===== config.mk =====
export PLATFORM = sky130hd
export DESIGN_NAME = pin_entry_tx
export DESIGN_NICKNAME = d
export VERILOG_FILES = /design/src/rtl/pin_entry_tx.sv
export SDC_FILE = /design/constraint.sdc
export NUM_CORES = 1
export LEC_CHECK = 0
export BUFFER_PORTS_ARGS = -buffer_cell sky130_fd_sc_hd__buf_4
export CORE_AREA = 3 3 55 57
export CTS_CLUSTER_DIAMETER = 50
export DETAILED_ROUTE_END_ITERATION = 12
export DIE_AREA = 0 0 58 60
export GPL_ROUTABILITY_DRIVEN = 0
export PLACE_DENSITY = 0.86
export SLEW_MARGIN = 20
export SYNTH_ARGS = -nofsm -noshare
export SYNTH_HDL_FRONTEND = slang
export SYNTH_SLANG_ARGS = --single-unit

===== constraint.sdc =====
create_clock -name clk -period 2.19 [get_ports clk]
set_input_delay 0.219 -clock clk [delete_from_list [all_inputs] [get_ports clk]]
set_output_delay 0.219 -clock clk [all_outputs]
set_load 0.01 [all_outputs]

===== src/rtl/pin_entry_tx.sv =====
// pin_entry_tx: collects a two-nibble PIN from a keypad, sends it to a gate controller and waits for its answer.
// Latency: pin_valid one cycle after key_enter in READY; accepted/rejected/timeout one cycle after the deciding cycle.
// Backpressure: none; keys arriving while a PIN is outstanding (or during lockout) are dropped.
// Optional feature macro: PIN_ENTRY_LOCKOUT_EN (lock the keypad after three consecutive rejects).
module pin_entry_tx #(
   parameter int RESP_TIMEOUT = 16,
   parameter int LOCK_CYCLES  = 64
) (
   input  logic       clk,
   input  logic       reset,
   input  logic       key_valid,
   input  logic [3:0] key_code,
   input  logic       key_enter,
   input  logic       key_clear,
   input  logic       gate_open,
   input  logic       alarm_wrong_pin,
   output logic [7:0] input_password,
   output logic       pin_valid,
   output logic       busy,
   output logic [1:0] digit_count,
   output logic       accepted,
   output logic       rejected,
   output logic       timeout,
   output logic       locked
);

   // The response timer and lock timer need these minimums to express their terminal counts.
   if (RESP_TIMEOUT < 2 || LOCK_CYCLES < 1) begin : g_bad_cfg
      $error("pin_entry_tx: RESP_TIMEOUT must be >= 2 and LOCK_CYCLES >= 1");
   end

   localparam int TW = $clog2(RESP_TIMEOUT + 1);
   localparam logic [TW-1:0] TMO_LAST = TW'(RESP_TIMEOUT - 1);
   localparam logic [TW-1:0] TMO_SAT  = TW'(RESP_TIMEOUT);

   localparam logic [2:0] IDLE      = 3'd0;
   localparam logic [2:0] DIGIT1    = 3'd1;
   localparam logic [2:0] READY     = 3'd2;
   localparam logic [2:0] SEND      = 3'd3;
   localparam logic [2:0] WAIT_RESP = 3'd4;
`ifdef PIN_ENTRY_LOCKOUT_EN
   localparam logic [2:0] LOCKED    = 3'd5;
   localparam int LW = $clog2(LOCK_CYCLES + 1);
   localparam logic [LW-1:0] LOCK_LAST = LW'(LOCK_CYCLES - 1);
`endif

   logic [2:0]    state_q, state_d;
   logic [7:0]    pin_q, pin_d;
   logic [1:0]    cnt_d;
   logic [TW-1:0] timer_q, timer_d;
`ifdef PIN_ENTRY_LOCKOUT_EN
   logic [1:0]    rej_q, rej_d;
   logic [LW-1:0] lock_q, lock_d;
   logic          locked_d;
`endif

   logic [7:0] password_d;
   logic       pin_valid_d, busy_d, accepted_d, rejected_d, timeout_d;

   // State register, PIN datapath and registered outputs.
   always_ff @(posedge clk or negedge reset) begin
      if (!reset) begin
         state_q        <= IDLE;
         pin_q          <= 8'h00;
         digit_count    <= 2'd0;
         timer_q        <= '0;
         input_password <= 8'h00;
         pin_valid      <= 1'b0;
         busy           <= 1'b0;
         accepted       <= 1'b0;
         rejected       <= 1'b0;
         timeout        <= 1'b0;
`ifdef PIN_ENTRY_LOCKOUT_EN
         rej_q          <= 2'd0;
         lock_q         <= '0;
         locked         <= 1'b0;
`endif
      end else begin
         state_q        <= state_d;
         pin_q          <= pin_d;
         digit_count    <= cnt_d;
         timer_q        <= timer_d;
         input_password <= password_d;
         pin_valid      <= pin_valid_d;
         busy           <= busy_d;
         accepted       <= accepted_d;
         rejected       <= rejected_d;
         timeout        <= timeout_d;
`ifdef PIN_ENTRY_LOCKOUT_EN
         rej_q          <= rej_d;
         lock_q         <= lock_d;
         locked         <= locked_d;
`endif
      end
   end

`ifndef PIN_ENTRY_LOCKOUT_EN
   assign locked = 1'b0;
`endif

   // Next state plus the PIN, digit count and timers that move with each transition.
   always_comb begin
      state_d = state_q;
      pin_d   = pin_q;
      cnt_d   = digit_count;
      timer_d = timer_q;
`ifdef PIN_ENTRY_LOCKOUT_EN
      rej_d   = rej_q;
      lock_d  = lock_q;
`endif
      case (state_q)
         IDLE: begin
            if (key_clear) begin
               pin_d = 8'h00;
               cnt_d = 2'd0;
            end else if (key_valid) begin
               pin_d[7:4] = key_code;
               cnt_d      = 2'd1;
               state_d    = DIGIT1;
            end
         end
         DIGIT1: begin
            if (key_clear) begin
               pin_d   = 8'h00;
               cnt_d   = 2'd0;
               state_d = IDLE;
            end else if (key_valid) begin
               pin_d[3:0] = key_code;
               cnt_d      = 2'd2;
               state_d    = READY;
            end
         end
         READY: begin
            // A third digit is dropped so the held PIN cannot be overwritten.
            if (key_clear) begin
               pin_d   = 8'h00;
               cnt_d   = 2'd0;
               state_d = IDLE;
            end else if (key_enter) begin
               timer_d = '0;
               state_d = SEND;
            end
         end
         SEND: begin
            timer_d = '0;
            state_d = WAIT_RESP;
         end
         WAIT_RESP: begin
            // Accept beats reject, and any answer beats the timeout.
            if (gate_open) begin
               pin_d   = 8'h00;
               cnt_d   = 2'd0;
               state_d = IDLE;
`ifdef PIN_ENTRY_LOCKOUT_EN
               rej_d   = 2'd0;
`endif
            end else if (alarm_wrong_pin) begin
               pin_d   = 8'h00;
               cnt_d   = 2'd0;
               state_d = IDLE;
`ifdef PIN_ENTRY_LOCKOUT_EN
               rej_d   = rej_q + 2'd1;
               if (rej_q == 2'd2) begin
                  lock_d  = '0;
                  state_d = LOCKED;
               end
`endif
            end else if (timer_q == TMO_LAST) begin
               pin_d   = 8'h00;
               cnt_d   = 2'd0;
               state_d = IDLE;
            end else if (timer_q != TMO_SAT) begin
               timer_d = timer_q + TW'(1);
            end
         end
`ifdef PIN_ENTRY_LOCKOUT_EN
         LOCKED: begin
            if (lock_q == LOCK_LAST) begin
               lock_d  = '0;
               rej_d   = 2'd0;
               state_d = IDLE;
            end else begin
               lock_d = lock_q + LW'(1);
            end
         end
`endif
         default: begin
            pin_d   = 8'h00;
            cnt_d   = 2'd0;
            state_d = IDLE;
         end
      endcase
   end

   // Output values for the next cycle, derived from the transition being taken.
   always_comb begin
      pin_valid_d = (state_d == SEND);
      busy_d      = (state_d == SEND) || (state_d == WAIT_RESP);
      password_d  = busy_d ? pin_d : 8'h00;
      accepted_d  = (state_q == WAIT_RESP) && gate_open;
      rejected_d  = (state_q == WAIT_RESP) && !gate_open && alarm_wrong_pin;
      timeout_d   = (state_q == WAIT_RESP) && !gate_open && !alarm_wrong_pin &&
                    (timer_q == TMO_LAST);
`ifdef PIN_ENTRY_LOCKOUT_EN
      locked_d    = (state_d == LOCKED);
`endif
   end

endmodule


==> flow_summary.ini, run 1 <==
[worst_setup_path]
path_cells = ha_1 -> and3_1 -> ha_1 -> nor3_1 -> a22oi_1 -> o21ai_1 -> a22o_1
cpPeakStageDelay_ns = 0.41
cpMostUsedCell = ha_1
r2r-end = pin_q[3]
endpoint_kind = flop
regToRegStartpoint = timer_q[0]
worstSetupPathType = reg -> reg
critPathArrivalTime_ns = 2.24
crit_fanout = 5
cp-startpoint = timer_q[0]
critPathRequiredTime_ns = 2.46
worst-r2r-cell-count = 7
r2r_slack_ns = 0.22
startpoint_type = flop
crit_end = pin_q[3]
cpMaxStageDelayCell = dfrtp_1

[timing]
rsz0062_at_grt = false
period_share_pct = 89.94
totalNegativeSetupSlack_ns = 0
setup_ws_ns = 0.2203
hold_violations = 0
setup_violations = 0
slew_viol_final = 0
clock_skew_ns = 0.008022
period_needed_ns = 1.970
max_freq_mhz = 507.7

[yosys]
synth-adder-area-share_pct = 2.735
ys.flop_type = dfrtp_1
syn_inst = 118
synthTopCellsByArea = dfrtp_1, a22o_1, and2_1
synth_top_family_by_area = simple AND/OR/NAND/NOR gates
synth_top_cell_by_area = dfrtp_1
synthArstFlopShare_pct = 100.0
synth_cell_type_count = 43
yosys_warnings = 0
yosysSeqAreaShare_pct = 56.52
synthXorXnorAreaFrac_pct = 0.6381
yosys.area_share.simple_pct = 18.69
ys_ff_latch = 31
synth_compound_area_share_pct = 15.77
synth_area_um2 = 1373
synth_edf_count = 0
syn_avg_cell_area_um2 = 11.63
synthMuxAreaShare_pct = 2.552
syn_nets = 132
synth_top_area_share_pct = 56.52

[place]
placed_area_um2 = 1597
post-place-ws_ns = 0.2575
portBuffers = 25
place_hpwl_um = 1937

[routing]
drtIter0Drc = 45
wl_per_cell_um = 14.40
antenna_left = 0
viasPerCell = 5.430
drt-total-wl_um = 2578
drc_errors = 0
num_vias = 972
first_pass_iters = 4

[grt]
grt.busiest_layer = met2
first_global_vias = 932
grt_antenna_before_repair = 0
met2_usage_pct = 27.42
grt_use_met1_pct = 21.46
grt_pass1_wl_um = 4409
met3_usage_pct = 6.911
overflow = 0
grt_max_degree = 32
grt_usage_pct = 17.40

[die]
start_util_pct = 54.41
die_y_um = 60
fp.dieW_um = 58
io_pins = 27
dieArea_um2 = 3480
core.rowCount = 18
core_um2 = 2522

[pwr]
power_leakage_nw = 0.8563
sequentialPowerShare_pct = 55.0
p_sw_uw = 300.5
p_clk_share_pct = 29.6
power-per-cell-area_nw_per_um2 = 676.8
p_comb_share_pct = 15.3
swShare_pct = 26.70
vdd_drop_max_mv = 0.4511
p_int_uw = 825.0
power_mw = 1.125

[clock_tree]
cts_made_buffers = 5
cts.sinks = 31
path_clk_slew_ns = 0.09
cts_tree = yes
root_buffer = clkbuf_4
cts-htree-levels = 2
cts_max_path_buffers = 2
clock_latency_ns = 0.33

[finish]
fin_util_pct = 65.92
drive_above_1_share_pct = 26.17
layout_common_cells = dfrtp_1, buf_4, and2_1
mostFrequentLayoutCell = dfrtp_1
nNetsFinal = 163
diodes = 0
syn2layout_area_growth_pct = 21.15
n_fill_cell = 197
final_area_um2 = 1663

[status]
status = complete, no violations

[worst_hold_path]
hold_path_class = in -> reg

[run]
cap_violations = 0
-- flip-flops by register name, summed over array words and instances, names as in the netlist --
signal,count
input_password,8
state_q,3
timeout,1
busy,1
accepted,1
pin_valid,1
rejected,1
timer_q,5
pin_q,8
digit_count,2
-- Yosys cell counts (all sizes together), types with 2 or more instances --
library cell   n
a21oi          3
a22o           8
and2           9
buf            3
clkbuf         2
dfrtp         31
ha             3
inv            4
mux2i          2
nand2          8
nand2b         3
nor2           6
nor2b          3
nor3           3
nor3b          3
o211ai         2
o21ai          3
o2bb2ai        2
-- worst min path at each step --
stage	startpoint	end	slack (ns)	depth (start not counted)
floorplan	reset	accepted	-0.08	0
global route	gate_open	rejected	0.09	2
finish	gate_open	rejected	0.09	2
detailed placement	reset	timeout	0.16	1
global placement	reset	timer_q[3]	0.16	1
CTS	gate_open	rejected	0.09	2
-- through the flow --
| stage | hold WS, ns | std cells |
|---|---|---|
| 2_1_floorplan | -0.07659 | 118 |
| 3_3_place_gp | 0.1586 | 171 |
| 3_5_place_dp | 0.1648 | 171 |
| 4_1_cts | 0.08556 | 179 |
| 5_1_grt | 0.09470 | 179 |
| 6_report | 0.09369 | 179 |
-- layout make-up --
cell class / instances / area, um2 / area share [%]
multi-input cells: 78 / 558.0 / 33.56
repair buffers: 29 / 220.2 / 13.24
clock buffers: 6 / 51.30 / 3.085
inverters: 4 / 15.01 / 0.9029
well taps: 30 / 37.54 / 2.257
clock inverters: 1 / 5.005 / 0.3010
flip-flops and latches: 31 / 775.7 / 46.65
-- power groups by stage --
stage	sequential [mW]	combinational [mW]	clock, mW
2_1_floorplan	0.632	0.0991	0
4_1_cts	0.619	0.174	0.342
3_3_place_gp	0.628	0.163	0
3_5_place_dp	0.630	0.171	0
6_report	0.619	0.172	0.334
5_1_grt	0.623	0.194	0.363
-- critical path, delay by kind of cell, from the launching register on --
kind / cells / cell delay, ns
compound gates: 3 / 0.59
simple gates: 2 / 0.47
fa+ha+maj: 2 / 0.43
flops: 1 / 0.41
-- repair_timing --
action,in CTS,in global routing
hold endpoints to repair,31,0
hold buffers,1,0
buffers inserted,0,0
resized for setup,0,0
endpoints found under the setup margin,0,0
-- cell families (layout without fill, tap and decap cells) --
| logic type | Yosys count | after routing |
|---|---|---|
| mux | 3 | 3 |
| compound gates | 26 | 26 |
| fa+ha+maj | 3 | 3 |
| flops | 31 | 31 |
| simple gates | 44 | 44 |
| xor+xnor | 1 | 1 |
| buf+inv | 9 | 40 |
| other cells | 1 | 1 |
-- routing by layer --
metal	wire length [um]	share of wire (%)	vias to the layer above
met5	0	0	-
met4	48	1.9	0
met3	192	7.4	8
met2	1230	48	30
met1	1106	43	453
li1	-	-	481
(Power assumes the default switching activity.)
==> inputs of run 2 (changes only) <==
==> constraint.sdc (replaced) <==
create_clock -name clk -period 2 [get_ports clk]
set_input_delay 0.2 -clock clk [delete_from_list [all_inputs] [get_ports clk]]
set_output_delay 0.2 -clock clk [all_outputs]
set_load 0.01 [all_outputs]
==> run 2 against run 1 <==
Register-to-register slack worse by 0.13 ns; total power is 22% higher; die area is the same; final area is 2.9% higher; core utilization is 1.9 points higher; via count down 0.51%; hold slack worse by 0.018 ns; routed wire length rose by 4.7%; sequential share of layout area is 1.3 points lower; sequential power is 9.5% higher; critical path depth unchanged; critical path type unchanged; critical endpoint is now timer_q[4].
==> flow_summary.ini, run 2 (same netlist as run 1, synthesis figures left out) <==
[finish]
syn2layout_area_growth_pct = 24.61
nNetsFinal = 163
drive_above_1_share_pct = 28.67
multi_input_area_um2 = 575.6
layout_common_cells = dfrtp_1, buf_4, and2_1
register_area_um2 = 775.7
mostFrequentLayoutCell = dfrtp_1
final_area_um2 = 1710
largestRegisters = input_password (8), pin_q (8), timer_q (5)
n_fill_cell = 195
diodes = 0

[clock_tree]
cts_max_path_buffers = 2
root_buffer = clkbuf_4
cts_tree = yes
cts-htree-levels = 2
cts.sinks = 31
cts_setup_buffers = 0
path_clk_slew_ns = 0.09
cts_made_buffers = 5
clock_latency_ns = 0.32

[pwr]
power_leakage_nw = 0.8752
power_mw = 1.375
vdd_drop_max_mv = 0.6288
power-per-cell-area_nw_per_um2 = 804.1

[routing]
antenna_left = 0
viasPerCell = 5.372
drtIter0Drc = 17
drc_errors = 0
num_vias = 967
drt-total-wl_um = 2699
wl_per_cell_um = 14.99
first_pass_iters = 4

[die]
core_um2 = 2522
core.rowCount = 18
fp.dieW_um = 58
io_pins = 27
start_util_pct = 54.41
die_y_um = 60
dieArea_um2 = 3480

[timing]
slew_headroom_pct = 58.95
slew_viol_final = 0
hold_violations = 0
max_freq_mhz = 523.5
setup_ws_ns = 0.08974
fin_hold_ws_ns = 0.07579
tightest_slew_ns = 0.6074
period_share_pct = 95.51
period_needed_ns = 1.910
clock_skew_ns = 0.004247
setup_violations = 0

[worst_setup_path]
startpoint_type = flop
cpPeakStageDelay_ns = 0.38
cpMaxStageDelayCell = dfrtp_1
crit_fanout = 4
endpoint_kind = flop
worstSetupPathType = reg -> reg
critPathRequiredTime_ns = 2.22
cpMostUsedCell = ha_1
critPathArrivalTime_ns = 2.13
path_cells = ha_1 -> and3_1 -> ha_1 -> nor2_1 -> o22a_2 -> o21ai_4 -> mux2_4

[place]
place_hpwl_um = 1947
post-place-ws_ns = 0.08202
portBuffers = 25
placed_area_um2 = 1597

[grt]
grt_usage_pct = 18.15
grt_antenna_before_repair = 0
overflow = 0
grt_pass1_wl_um = 4623
first_global_vias = 988
grt_max_degree = 32

[worst_hold_path]
hold_path_class = in -> reg

[run]
cap_violations = 0

[status]
status = complete, no violations
run 2: power by group:
part | switching [mW] | internal [mW]
combinational | 0.110 | 0.0850
clock | 0.207 | 0.295
sequential | 0.0198 | 0.658
total | 0.337 | 1.04
run 2: final cells by class:
type,instances,area share (%)
Timing Repair Buffer,29,12.87
Clock buffer,6,2.999
Inverter,4,0.8778
Multi-Input combinational cell,78,33.65
Clock inverter,2,2.048
Tap cell,30,2.195
Sequential cell,31,45.35
run 2: final timing paths:
kind,from,end,slack [ns],cells after the start
max in group asynchronous,reset,timer_q[1],1.40,2
min in group asynchronous,reset,timeout,0.33,2
setup / recovery,timer_q[0],timer_q[4],0.09,7
setup reg to reg,timer_q[0],timer_q[4],0.09,7
hold reg to reg,digit_count[0],digit_count[0],0.50,1
hold / removal,gate_open,rejected,0.08,2
run 2: critical path: cells and delay by family (launching register included):
kind                     cells  cell delay (ns)
AO/OA/AOI/OAI                2             0.49
AND/OR/NAND/NOR              2             0.23
adder cells (fa/ha/maj)      2             0.40
flip-flops                   1             0.38
multiplexers                 1             0.31
run 2: per-stage QoR:
| stage | util, % | instances | setup TNS, ns |
|---|---|---|---|
| 3_3_place_gp | 63.29 | 171 | 0 |
| 5_1_grt | 67.81 | 180 | -0.004388 |
| 6_report | 67.81 | 180 | 0 |
| 2_1_floorplan | - | 118 | 0 |
| 3_5_place_dp | 63.29 | 171 | 0 |
| 4_1_cts | 67.11 | 180 | 0 |
run 2: what timing repair did:
item,4_1_cts,5_1_grt
endpoints found under the setup margin,0,6
hold buffers,1,0
hold endpoints to repair,31,0
resized for setup,0,4
run 2: routing by layer:
metal	up-vias	share of wire, %	GRT usage, %
met3	6	5.5	7.559
li1	471	-	-
met5	-	0	0
met4	0	1.7	6.291
met1	464	43	21.34
met2	26	49	30.00
==> inputs of run 3 (changes only) <==
--- a/config.mk
+++ b/config.mk
@@ -12,6 +12,7 @@
 export DIE_AREA = 0 0 58 60
 export GPL_ROUTABILITY_DRIVEN = 0
 export PLACE_DENSITY = 0.86
+export REMOVE_ABC_BUFFERS = 1
 export SLEW_MARGIN = 20
 export SYNTH_ARGS = -nofsm -noshare
 export SYNTH_HDL_FRONTEND = slang
==> run 3 against run 2 <==
Non-clock buffer count grew 2; die area stayed put; routed wire length down 3.3%; flip-flop and latch count stayed put; clock power increased by 0.8%; cell count is 1.1% higher; sequential share of layout area decreased by 0.59 points; critical path type unchanged.
==> flow_summary.ini, run 3 (same netlist as run 1, synthesis figures left out) <==
[status]
status = complete, no violations

[finish]
mostFrequentLayoutCell = dfrtp_1
stdcell_count = 182
largestRegisters = input_password (8), pin_q (8), timer_q (5)
syn2layout_area_growth_pct = 26.25
fin_util_pct = 68.70
nNetsFinal = 165
layout_common_cells = dfrtp_1, buf_4, and2_1
drive_above_1_share_pct = 29.61
diodes = 0

[timing]
max_freq_mhz = 520.2
hold_violations = 0
setup_violations = 0
rsz0062_at_grt = false
period_needed_ns = 1.922
slew_viol_final = 0
clock_skew_ns = 0.01075
period_share_pct = 96.12
tightest_slew_ns = 0.4992
slew_headroom_pct = 66.27
totalNegativeSetupSlack_ns = 0

[clock_tree]
cts-htree-levels = 2
cts.sinks = 31
path_clk_slew_ns = 0.10
cts_max_path_buffers = 2
cts_tree = yes
root_buffer = clkbuf_4
clock_latency_ns = 0.33
cts_made_buffers = 5

[worst_setup_path]
critPathArrivalTime_ns = 2.13
critPathRequiredTime_ns = 2.21
endpoint_kind = flop
critical-path-top-delay-family = flip-flops
critPathBufInv = 2
path_cells = buf_4 -> inv_1 -> ha_1 -> nor4bb_1 -> o31ai_4 -> o21ai_4 -> mux2_4
regToRegStartpoint = timer_q[0]
startpoint_type = flop
r2r-end = timer_q[4]
worst-r2r-cell-count = 7
cpPeakStageDelay_ns = 0.43
cpMaxStageDelayCell = dfrtp_1
r2r_slack_ns = 0.08
worstSetupPathType = reg -> reg
crit_fanout = 4

[pwr]
p_sw_uw = 343.9
swShare_pct = 24.75
p_int_mw = 1.045
power-per-cell-area_nw_per_um2 = 801.7
power_mw = 1.389
power_leakage_nw = 0.8801
sequentialPowerShare_pct = 49.1
p_comb_share_pct = 14.5
p_clk_share_pct = 36.4
vdd_drop_max_mv = 0.7221

[die]
dieArea_um2 = 3480
start_util_pct = 54.41
io_pins = 27
core_um2 = 2522
fp.dieW_um = 58
die_y_um = 60
core.rowCount = 18

[worst_hold_path]
hold_path_class = in -> reg
hp-start = gate_open
holdPathStages = 2
worst_hold_path.endpoint = timeout

[routing]
num_vias = 981
drtIter0Drc = 18
antenna_left = 0
drt-total-wl_um = 2610
viasPerCell = 5.390
wl_per_cell_um = 14.34
first_pass_iters = 4
drc_errors = 0

[grt]
overflow = 0
grt_max_degree = 32
first_global_vias = 936
grt_usage_pct = 16.87
grt_antenna_before_repair = 0
grt_pass1_wl_um = 4271

[run]
cap_violations = 0

[place]
dp.cells = 171
place_hpwl_um = 1890
portBuffers = 25
run 3: routing by layer:
layer  track usage, %  up-vias  share of wire, %
met5                0        -                 0
li1                 -      475                 -
met1            20.94      466                45
met2            25.81       36                47
met3            5.400        4               6.4
met4            9.934        0               1.0
run 3: power by group through the flow:
stage	Clock, mW	Sequential [mW]	Combinational, mW
floorplan	0	0.701	0.0937
global placement	0	0.688	0.179
detailed placement	0	0.691	0.187
CTS	0.516	0.679	0.189
global route	0.545	0.684	0.224
finish	0.506	0.682	0.202
run 3: area by class of cell:
type                    instances  area [um2]
fillers                       184       789.5
repair buffers                 31       235.2
flip-flops and latches         31       775.7
clock buffers                   6       51.30
well taps                      30       37.54
clock inverters                 2       35.03
multi-input cells              78       583.1
inverters                       4       15.01
run 3: worst max-delay path by stage:
| stage | start | endpoint | cells after the start |
|---|---|---|---|
| after floorplan | state_q[0] | timer_q[4] | 4 |
| after global routing | timer_q[0] | timer_q[4] | 7 |
| after detailed placement | timer_q[1] | timer_q[4] | 7 |
| after global placement | timer_q[0] | timer_q[4] | 7 |
| final | timer_q[0] | timer_q[4] | 7 |
| after CTS | timer_q[1] | timer_q[4] | 7 |
run 3: stage by stage:
stage          hold WS, ns  setup WS [ns]  instance area, um2
3_5_place_dp        0.1490        0.07713                1597
6_report           0.07495        0.07752                1733
5_1_grt            0.05203       0.001793                1733
3_3_place_gp        0.1406         0.1419                1597
2_1_floorplan     -0.09559         0.1654                1349
4_1_cts            0.05708        0.04873                1693
run 3: timing repair:
item                                   4_1_cts  5_1_grt
resized for setup                            0        5
setup buffers                                0        2
endpoints found under the hold margin       31        0
setup endpoints to repair                    0        8
hold buffers                                 1        0
run 3: worst reg2reg max path: cells and delay by family (launching register included):
kind            cells  cell delay, ns
compound gates      2            0.25
simple gates        1            0.42
buf+inv             2            0.23
flops               1            0.43
fa+ha+maj           1            0.16
mux                 1            0.31
